File: src/rtl/apb_reg_completer_if.sv
// APB bus bundle between our APB master and the apb_reg_completer register bank.
// The master holds PSEL/PADDR/PWRITE/PWDATA from setup until it sees PREADY=1 in the access phase (PENABLE=1).
interface apb_reg_completer_if #(
  parameter int ADDR_W = 32,
  parameter int DATA_W = 32
);
  logic [ADDR_W-1:0] PADDR;
  logic              PWRITE;
  logic              PSEL;
  logic              PENABLE;
  logic [DATA_W-1:0] PWDATA;
  logic [DATA_W-1:0] PRDATA;
  logic              PREADY;
  logic              PSLVERR;

  modport master (
    output PADDR, PWRITE, PSEL, PENABLE, PWDATA,
    input  PRDATA, PREADY, PSLVERR
  );

  modport slave (
    input  PADDR, PWRITE, PSEL, PENABLE, PWDATA,
    output PRDATA, PREADY, PSLVERR
  );
endinterface

File: src/rtl/apb_reg_completer.sv
// APB completer: CTRL/STATUS/SCRATCH register bank with programmable wait states.
// Define APB_COMPLETER_PSLVERR_EN to return PSLVERR on out-of-range accesses and STATUS writes.
module apb_reg_completer #(
  parameter int ADDR_W      = 32,
  parameter int DATA_W      = 32,
  parameter int NUM_REGS    = 16,
  parameter int WAIT_CYCLES = 1
) (
  input  logic               clk,
  input  logic               rst_n,
  apb_reg_completer_if.slave apb,
  input  logic [DATA_W-1:0]  status_in,
  output logic [DATA_W-1:0]  ctrl_out,
  output logic [1:0]         o_dbg_state
);

  localparam int                IDX_W      = $clog2(NUM_REGS);
  localparam logic [3:0]        WAIT_INIT  = 4'(WAIT_CYCLES);
  localparam logic [IDX_W-1:0]  CTRL_IDX   = '0;
  localparam logic [IDX_W-1:0]  STATUS_IDX = IDX_W'(1);

  typedef enum logic [1:0] {
    S_IDLE = 2'd0,
    S_WAIT = 2'd1,
    S_DONE = 2'd2
  } state_e;

  state_e            r_state;
  state_e            w_state_next;
  logic [3:0]        r_cnt;
  logic [3:0]        w_cnt_next;

  logic [IDX_W-1:0]  r_idx;
  logic              r_oor;
  logic              r_write;
  logic [DATA_W-1:0] r_wdata;
  logic [DATA_W-1:0] r_regs [NUM_REGS];

  logic              r_pready;
  logic              r_pslverr;
  logic [DATA_W-1:0] r_prdata;

  logic              w_setup;
  logic              w_access_ok;
  logic              w_enter_done;
  logic              w_commit;
  logic              w_err;
  logic [IDX_W-1:0]  w_bus_idx;
  logic              w_bus_oor;
  logic [IDX_W-1:0]  w_idx_sel;
  logic              w_oor_sel;
  logic              w_write_sel;
  logic [DATA_W-1:0] w_rdata;
  logic              w_unused;

  assign w_setup     = apb.PSEL & ~apb.PENABLE;
  assign w_access_ok = apb.PSEL &  apb.PENABLE;
  assign w_bus_idx   = apb.PADDR[2 +: IDX_W];
  assign w_bus_oor   = (apb.PADDR >> (IDX_W + 2)) != '0;
  assign w_unused    = ^apb.PADDR[1:0];

  // FSM next state; PSEL/PENABLE loss during WAIT or DONE aborts the transfer.
  always_comb begin
    w_state_next = r_state;
    w_cnt_next   = r_cnt;
    case (r_state)
      S_IDLE: begin
        if (w_setup) begin
          if (WAIT_CYCLES == 0) begin
            w_state_next = S_DONE;
          end else begin
            w_state_next = S_WAIT;
            w_cnt_next   = WAIT_INIT;
          end
        end
      end
      S_WAIT: begin
        if (!w_access_ok) begin
          w_state_next = S_IDLE;
          w_cnt_next   = '0;
        end else if (r_cnt == 4'd1) begin
          w_state_next = S_DONE;
          w_cnt_next   = '0;
        end else begin
          w_cnt_next   = r_cnt - 4'd1;
        end
      end
      S_DONE:  w_state_next = S_IDLE;
      default: w_state_next = S_IDLE;
    endcase
  end

  always_ff @(posedge clk or negedge rst_n) begin
    if (!rst_n) begin
      r_state <= S_IDLE;
      r_cnt   <= '0;
    end else begin
      r_state <= w_state_next;
      r_cnt   <= w_cnt_next;
    end
  end

  // With zero wait states DONE is entered straight from setup, before the latches load.
  assign w_idx_sel   = (r_state == S_IDLE) ? w_bus_idx   : r_idx;
  assign w_oor_sel   = (r_state == S_IDLE) ? w_bus_oor   : r_oor;
  assign w_write_sel = (r_state == S_IDLE) ? apb.PWRITE  : r_write;

  assign w_enter_done = (w_state_next == S_DONE);

  always_comb begin
    w_rdata = '0;
    if (!w_write_sel && !w_oor_sel) begin
      if (w_idx_sel == STATUS_IDX) w_rdata = status_in;
      else                         w_rdata = r_regs[w_idx_sel];
    end
  end

`ifdef APB_COMPLETER_PSLVERR_EN
  assign w_err = w_oor_sel | (w_write_sel & (w_idx_sel == STATUS_IDX));
`else
  assign w_err = 1'b0;
`endif

  assign w_commit = (r_state == S_DONE) & w_access_ok & r_write & ~r_oor &
                    (r_idx != STATUS_IDX);

  always_ff @(posedge clk or negedge rst_n) begin
    if (!rst_n) begin
      r_idx     <= '0;
      r_oor     <= 1'b0;
      r_write   <= 1'b0;
      r_wdata   <= '0;
      r_pready  <= 1'b0;
      r_pslverr <= 1'b0;
      r_prdata  <= '0;
      for (int i = 0; i < NUM_REGS; i++) r_regs[i] <= '0;
    end else begin
      if ((r_state == S_IDLE) && w_setup) begin
        r_idx   <= w_bus_idx;
        r_oor   <= w_bus_oor;
        r_write <= apb.PWRITE;
        r_wdata <= apb.PWDATA;
      end
      r_pready  <= w_enter_done;
      r_pslverr <= w_enter_done & w_err;
      r_prdata  <= w_enter_done ? w_rdata : '0;
      if (w_commit) r_regs[r_idx] <= r_wdata;
    end
  end

  assign apb.PREADY  = r_pready;
  assign apb.PSLVERR = r_pslverr;
  assign apb.PRDATA  = r_prdata;
  assign ctrl_out    = r_regs[CTRL_IDX];
  assign o_dbg_state = r_state;

endmodule

File: src/flat_wrapper.sv
// flat-port wrapper written by rule: the top's interface ports become plain ports
module apb_reg_completer_flat 
#(
  parameter int ADDR_W      = 32,
  parameter int DATA_W      = 32,
  parameter int NUM_REGS    = 16,
  parameter int WAIT_CYCLES = 1
)
  (clk, rst_n, status_in, ctrl_out, o_dbg_state, apb_PADDR, apb_PWRITE, apb_PSEL, apb_PENABLE, apb_PWDATA, apb_PRDATA, apb_PREADY, apb_PSLVERR);
  apb_reg_completer_if #(.ADDR_W(ADDR_W), .DATA_W(DATA_W)) apb_i ();
  input  logic clk;
  input  logic rst_n;
  input  logic [DATA_W-1:0] status_in;
  output logic [DATA_W-1:0] ctrl_out;
  output logic [1:0] o_dbg_state;
  input wire logic [$bits(apb_i.PADDR)-1:0] apb_PADDR;
  input wire logic [$bits(apb_i.PWRITE)-1:0] apb_PWRITE;
  input wire logic [$bits(apb_i.PSEL)-1:0] apb_PSEL;
  input wire logic [$bits(apb_i.PENABLE)-1:0] apb_PENABLE;
  input wire logic [$bits(apb_i.PWDATA)-1:0] apb_PWDATA;
  output wire logic [$bits(apb_i.PRDATA)-1:0] apb_PRDATA;
  output wire logic [$bits(apb_i.PREADY)-1:0] apb_PREADY;
  output wire logic [$bits(apb_i.PSLVERR)-1:0] apb_PSLVERR;
  assign apb_i.PADDR = apb_PADDR;
  assign apb_i.PWRITE = apb_PWRITE;
  assign apb_i.PSEL = apb_PSEL;
  assign apb_i.PENABLE = apb_PENABLE;
  assign apb_i.PWDATA = apb_PWDATA;
  assign apb_PRDATA = apb_i.PRDATA;
  assign apb_PREADY = apb_i.PREADY;
  assign apb_PSLVERR = apb_i.PSLVERR;
  apb_reg_completer #(.ADDR_W(ADDR_W), .DATA_W(DATA_W), .NUM_REGS(NUM_REGS), .WAIT_CYCLES(WAIT_CYCLES)) u_core (.clk(clk), .rst_n(rst_n), .apb(apb_i), .status_in(status_in), .ctrl_out(ctrl_out), .o_dbg_state(o_dbg_state));
endmodule
File: config.mk
export PLATFORM = sky130hd
export DESIGN_NAME = apb_reg_completer_flat
export DESIGN_NICKNAME = d
export VERILOG_FILES = /design/src/rtl/apb_reg_completer_if.sv /design/src/rtl/apb_reg_completer.sv /design/src/flat_wrapper.sv
export SDC_FILE = /design/constraint.sdc
export NUM_CORES = 1
export LEC_CHECK = 0
export ABC_AREA = 1
export CORE_MARGIN = 5
export CORE_UTILIZATION = 50
export CTS_BUF_LIST = sky130_fd_sc_hd__clkbuf_4 sky130_fd_sc_hd__clkbuf_8 sky130_fd_sc_hd__clkbuf_16
export DETAILED_ROUTE_END_ITERATION = 7
export PLACE_DENSITY = 0.69
export SLEW_MARGIN = 20
export SYNTH_ARGS = -nofsm -noshare
export SYNTH_HDL_FRONTEND = slang
export SYNTH_SLANG_ARGS = --single-unit
export TNS_END_PERCENT = 1
File: constraint.sdc
create_clock -name clk -period 3 [get_ports clk]
set_input_delay 0.3 -clock clk [delete_from_list [all_inputs] [get_ports clk]]
set_output_delay 0.3 -clock clk [all_outputs]
set_load 0.02 [all_outputs]
==> summary.txt <==
outcome: finished, final reports clean
fillers: 4,631
Pre-antenna DRT Iters: 6
RD Place Congestion: 0.815
top post-synthesis cells by area: dfrtp_1, nand2_1, o21ai_0
Startpoint Class: register
Tot GR Track Use: 26.1%
Max Cap Viol: 0
crit path DAT: 3080 ps
endpoints failing setup: 0
Vias: 22.2k
largest family of logic cells by synthesized area: simple AND/OR/NAND/NOR gates
crit end category: register
Cells after Synth: 3,210
Slew HR: 43.5%
WP data required: 3530 ps
compound-gate portion of the synthesized area: 10.2%
hold buffers post-CTS: 1
post-synth top area share: 55.4%
clock sinks: 588
vias in the first global route: 22.1k
Fin Clk Skew: 14.4 ps
CTS root buffer: clkbuf_16
vias per cell: 5.63
Die Ht: 240 um
Final Hold Fails: 0
clock network latency to the later pin of the worst-skew pair: 620 ps
first-pass GRT wire length: 120 mm
register bit total from synthesis: 588
class of the tightest hold or removal check: in -> reg
Nets: 3,316
grt ovf: 0
RSZ-0062 raised after global routing: no
VDD IR-drop max: 0.506 mV
Tcrit/Tclk final: 85.0%
WL final: 75.0 mm
number of synthesized flops with an enable pin: 0
CTS Buf Count: 59
TritonCTS clock tree: done
multi-input logic area: 9970 um2
routed length per instance: 19.0 um
Clock transition at path regs: 60 ps
core outline area: 52,600 um2
P_leak: 14.7 nW
setup_tns: 0 ps
yosys warns: 0
Syn-to-layout area delta: 15.1%
port bufs: 165
Placement Rows: 84
die area: 57,800 um2
mux share of post-synthesis cell area: 2.41%
ys async rst share: 100%
Die X: 240 um
Seq/Total Area, Yosys: 55.4%
Post-synth top cells: nand2_1, dfrtp_1, o21ai_0, nand3_1, clkbuf_1
Synth Cell Area: 26,600 um2
PwrDens: 622 nW/um2
initial antenna violation count: 2
minimum clock period: 2550 ps
Highest Clock Rate: 0.392 GHz
FF-to-FF setup slack: 450 ps
Max clock buf depth: 3
Routed Antenna Nets: 0
Setup Crit Path Kind: reg -> reg
DP HPWL: 44.4 mm
initial DRC count: 2,055
Post-CTS Resized: 0
max-slew violation count: 0
Synthesized Nets: 3,313
number of remaining DRC errors: 0
count of cell types in the netlist: 30
CP max FO: 59
xor/xnor share of the synthesized area: 0%
Main synth FF type: dfrtp_1
measured slew at the worst slew-check pin: 848 ps
largest net degree at the start of global routing: 87
Core Util, Final: 58.2%
Post-Synth Simple-Gate Area: 24.6%
top-count cell post-synth: nand2_1
Ports: 169
Synth area leader: dfrtp_1
Post-Synth Adder-Cell Area: 0.0942%
syn_area_per_cell: 8.27 um2
postcts setup bufs: 0
share of cells above drive strength 1: 6.72%
htree depth: 2
FF/Latch Area: 14,700 um2
initial core utilization: 50.5%
worst max-delay path, stage by stage, from the launching register on:
cell,delay [ps]
dfrtp_1,440
inv_1,100
nand2_2,170
nand2_2,240
nand2_8,490
buf_4,300
nand2_1,80
nand3_1,100
nand2_1,70
nand2_1,70
nand2_1,50
inv_1,80
nand2_1,90
a21oi_1,160
metal layers:
layer  vias to the layer above  global-route usage [%]  share of wire [%]
met1                     10800                    34.2                 41
li1                      10300                       -                  -
met2                       906                    43.3                 48
met5                         -                       0              0.017
met4                         2                    10.1                3.7
met3                       158                    4.89                7.5
where the power goes:
| group | total [mW] | switching, mW | internal, mW |
|---|---|---|---|
| clock | 7.53 | 3.07 | 4.47 |
| sequential | 8.21 | 0.118 | 8.10 |
| combinational | 3.27 | 2.37 | 0.898 |
| total | 19.0 | 5.55 | 13.5 |
metrics by stage:
step	instances	setup slack (ps)	hold WS [ps]	area (um2)	power, mW
finish	3947	450	245	30600	19.0
global route	3947	261	238	30600	19.8
CTS	3946	501	226	30600	19.1
detailed placement	3839	392	340	28500	11.6
global placement	3839	405	331	28500	11.5
floorplan	3210	1170	4.41	26600	10.3
cells by family after synthesis:
logic type,count (synthesis)
mux,64
simple gates,1567
compound gates,536
flops,588
buf+inv,452
other cells,1
fa+ha+maj,2
area by class of cell:
type / count / share of cell area, %
clock inverter: 16 / 0.520
sequential: 588 / 48.1
multi-input combinational: 2170 / 32.6
antenna: 1 / 0.00819
tap: 688 / 2.82
timing repair buffer: 239 / 7.94
clock buffer: 90 / 6.03
inverter: 155 / 1.90
cell usage in the layout (no fill, tap or decap), types with 2 or more instances in the layout:
master,synthesis,final
nand2_1,1123,1123
o21ai_4,0,4
ha_1,2,2
clkbuf_8,0,16
nand3_1,391,388
inv_1,152,152
bufinv_16,0,3
dfrtp_1,588,588
nand4_1,3,3
clkdlybuf4s50_1,0,164
mux2i_1,64,64
nor2_1,17,16
o21ai_1,48,47
clkbuf_4,0,13
a21oi_1,35,35
nand2_2,14,13
nor3_2,2,2
nor3_4,2,3
nand2_8,0,2
nor4_1,5,5
o211ai_1,2,2
buf_12,0,17
inv_2,3,3
nor2_2,1,2
clkbuf_16,0,61
buf_4,42,56
clkinv_2,0,12
o21ai_0,448,447
nand3_2,6,9
sequential cells by signal (all words and copies together) (netlist names):
| register | count |
|---|---|
| u_core.r_oor | 1 |
| u_core.ctrl_out | 32 |
| u_core.apb.PREADY | 1 |
| u_core.r_cnt | 4 |
| u_core.apb.PRDATA | 32 |
| u_core.o_dbg_state | 2 |
| u_core.r_regs | 479 |
| u_core.r_write | 1 |
| u_core.r_idx | 4 |
| u_core.r_wdata | 32 |
path summary, 6_finish.rpt:
| check | start | end | cells after the start |
|---|---|---|---|
| worst min-delay path | apb_PWDATA[26] | u_core.r_wdata[26] | 3 |
| min in group asynchronous | rst_n | u_core.ctrl_out[6] | 2 |
| worst max-delay path | u_core.o_dbg_state[0] | u_core.apb.PRDATA[21] | 13 |
| worst min register to register | u_core.r_regs[474] | u_core.r_regs[474] | 0 |
| worst max register to register | u_core.o_dbg_state[0] | u_core.apb.PRDATA[21] | 13 |
| max in group asynchronous | rst_n | u_core.r_regs[124] | 4 |
Note: power is estimated with default switching activity, not from simulation.
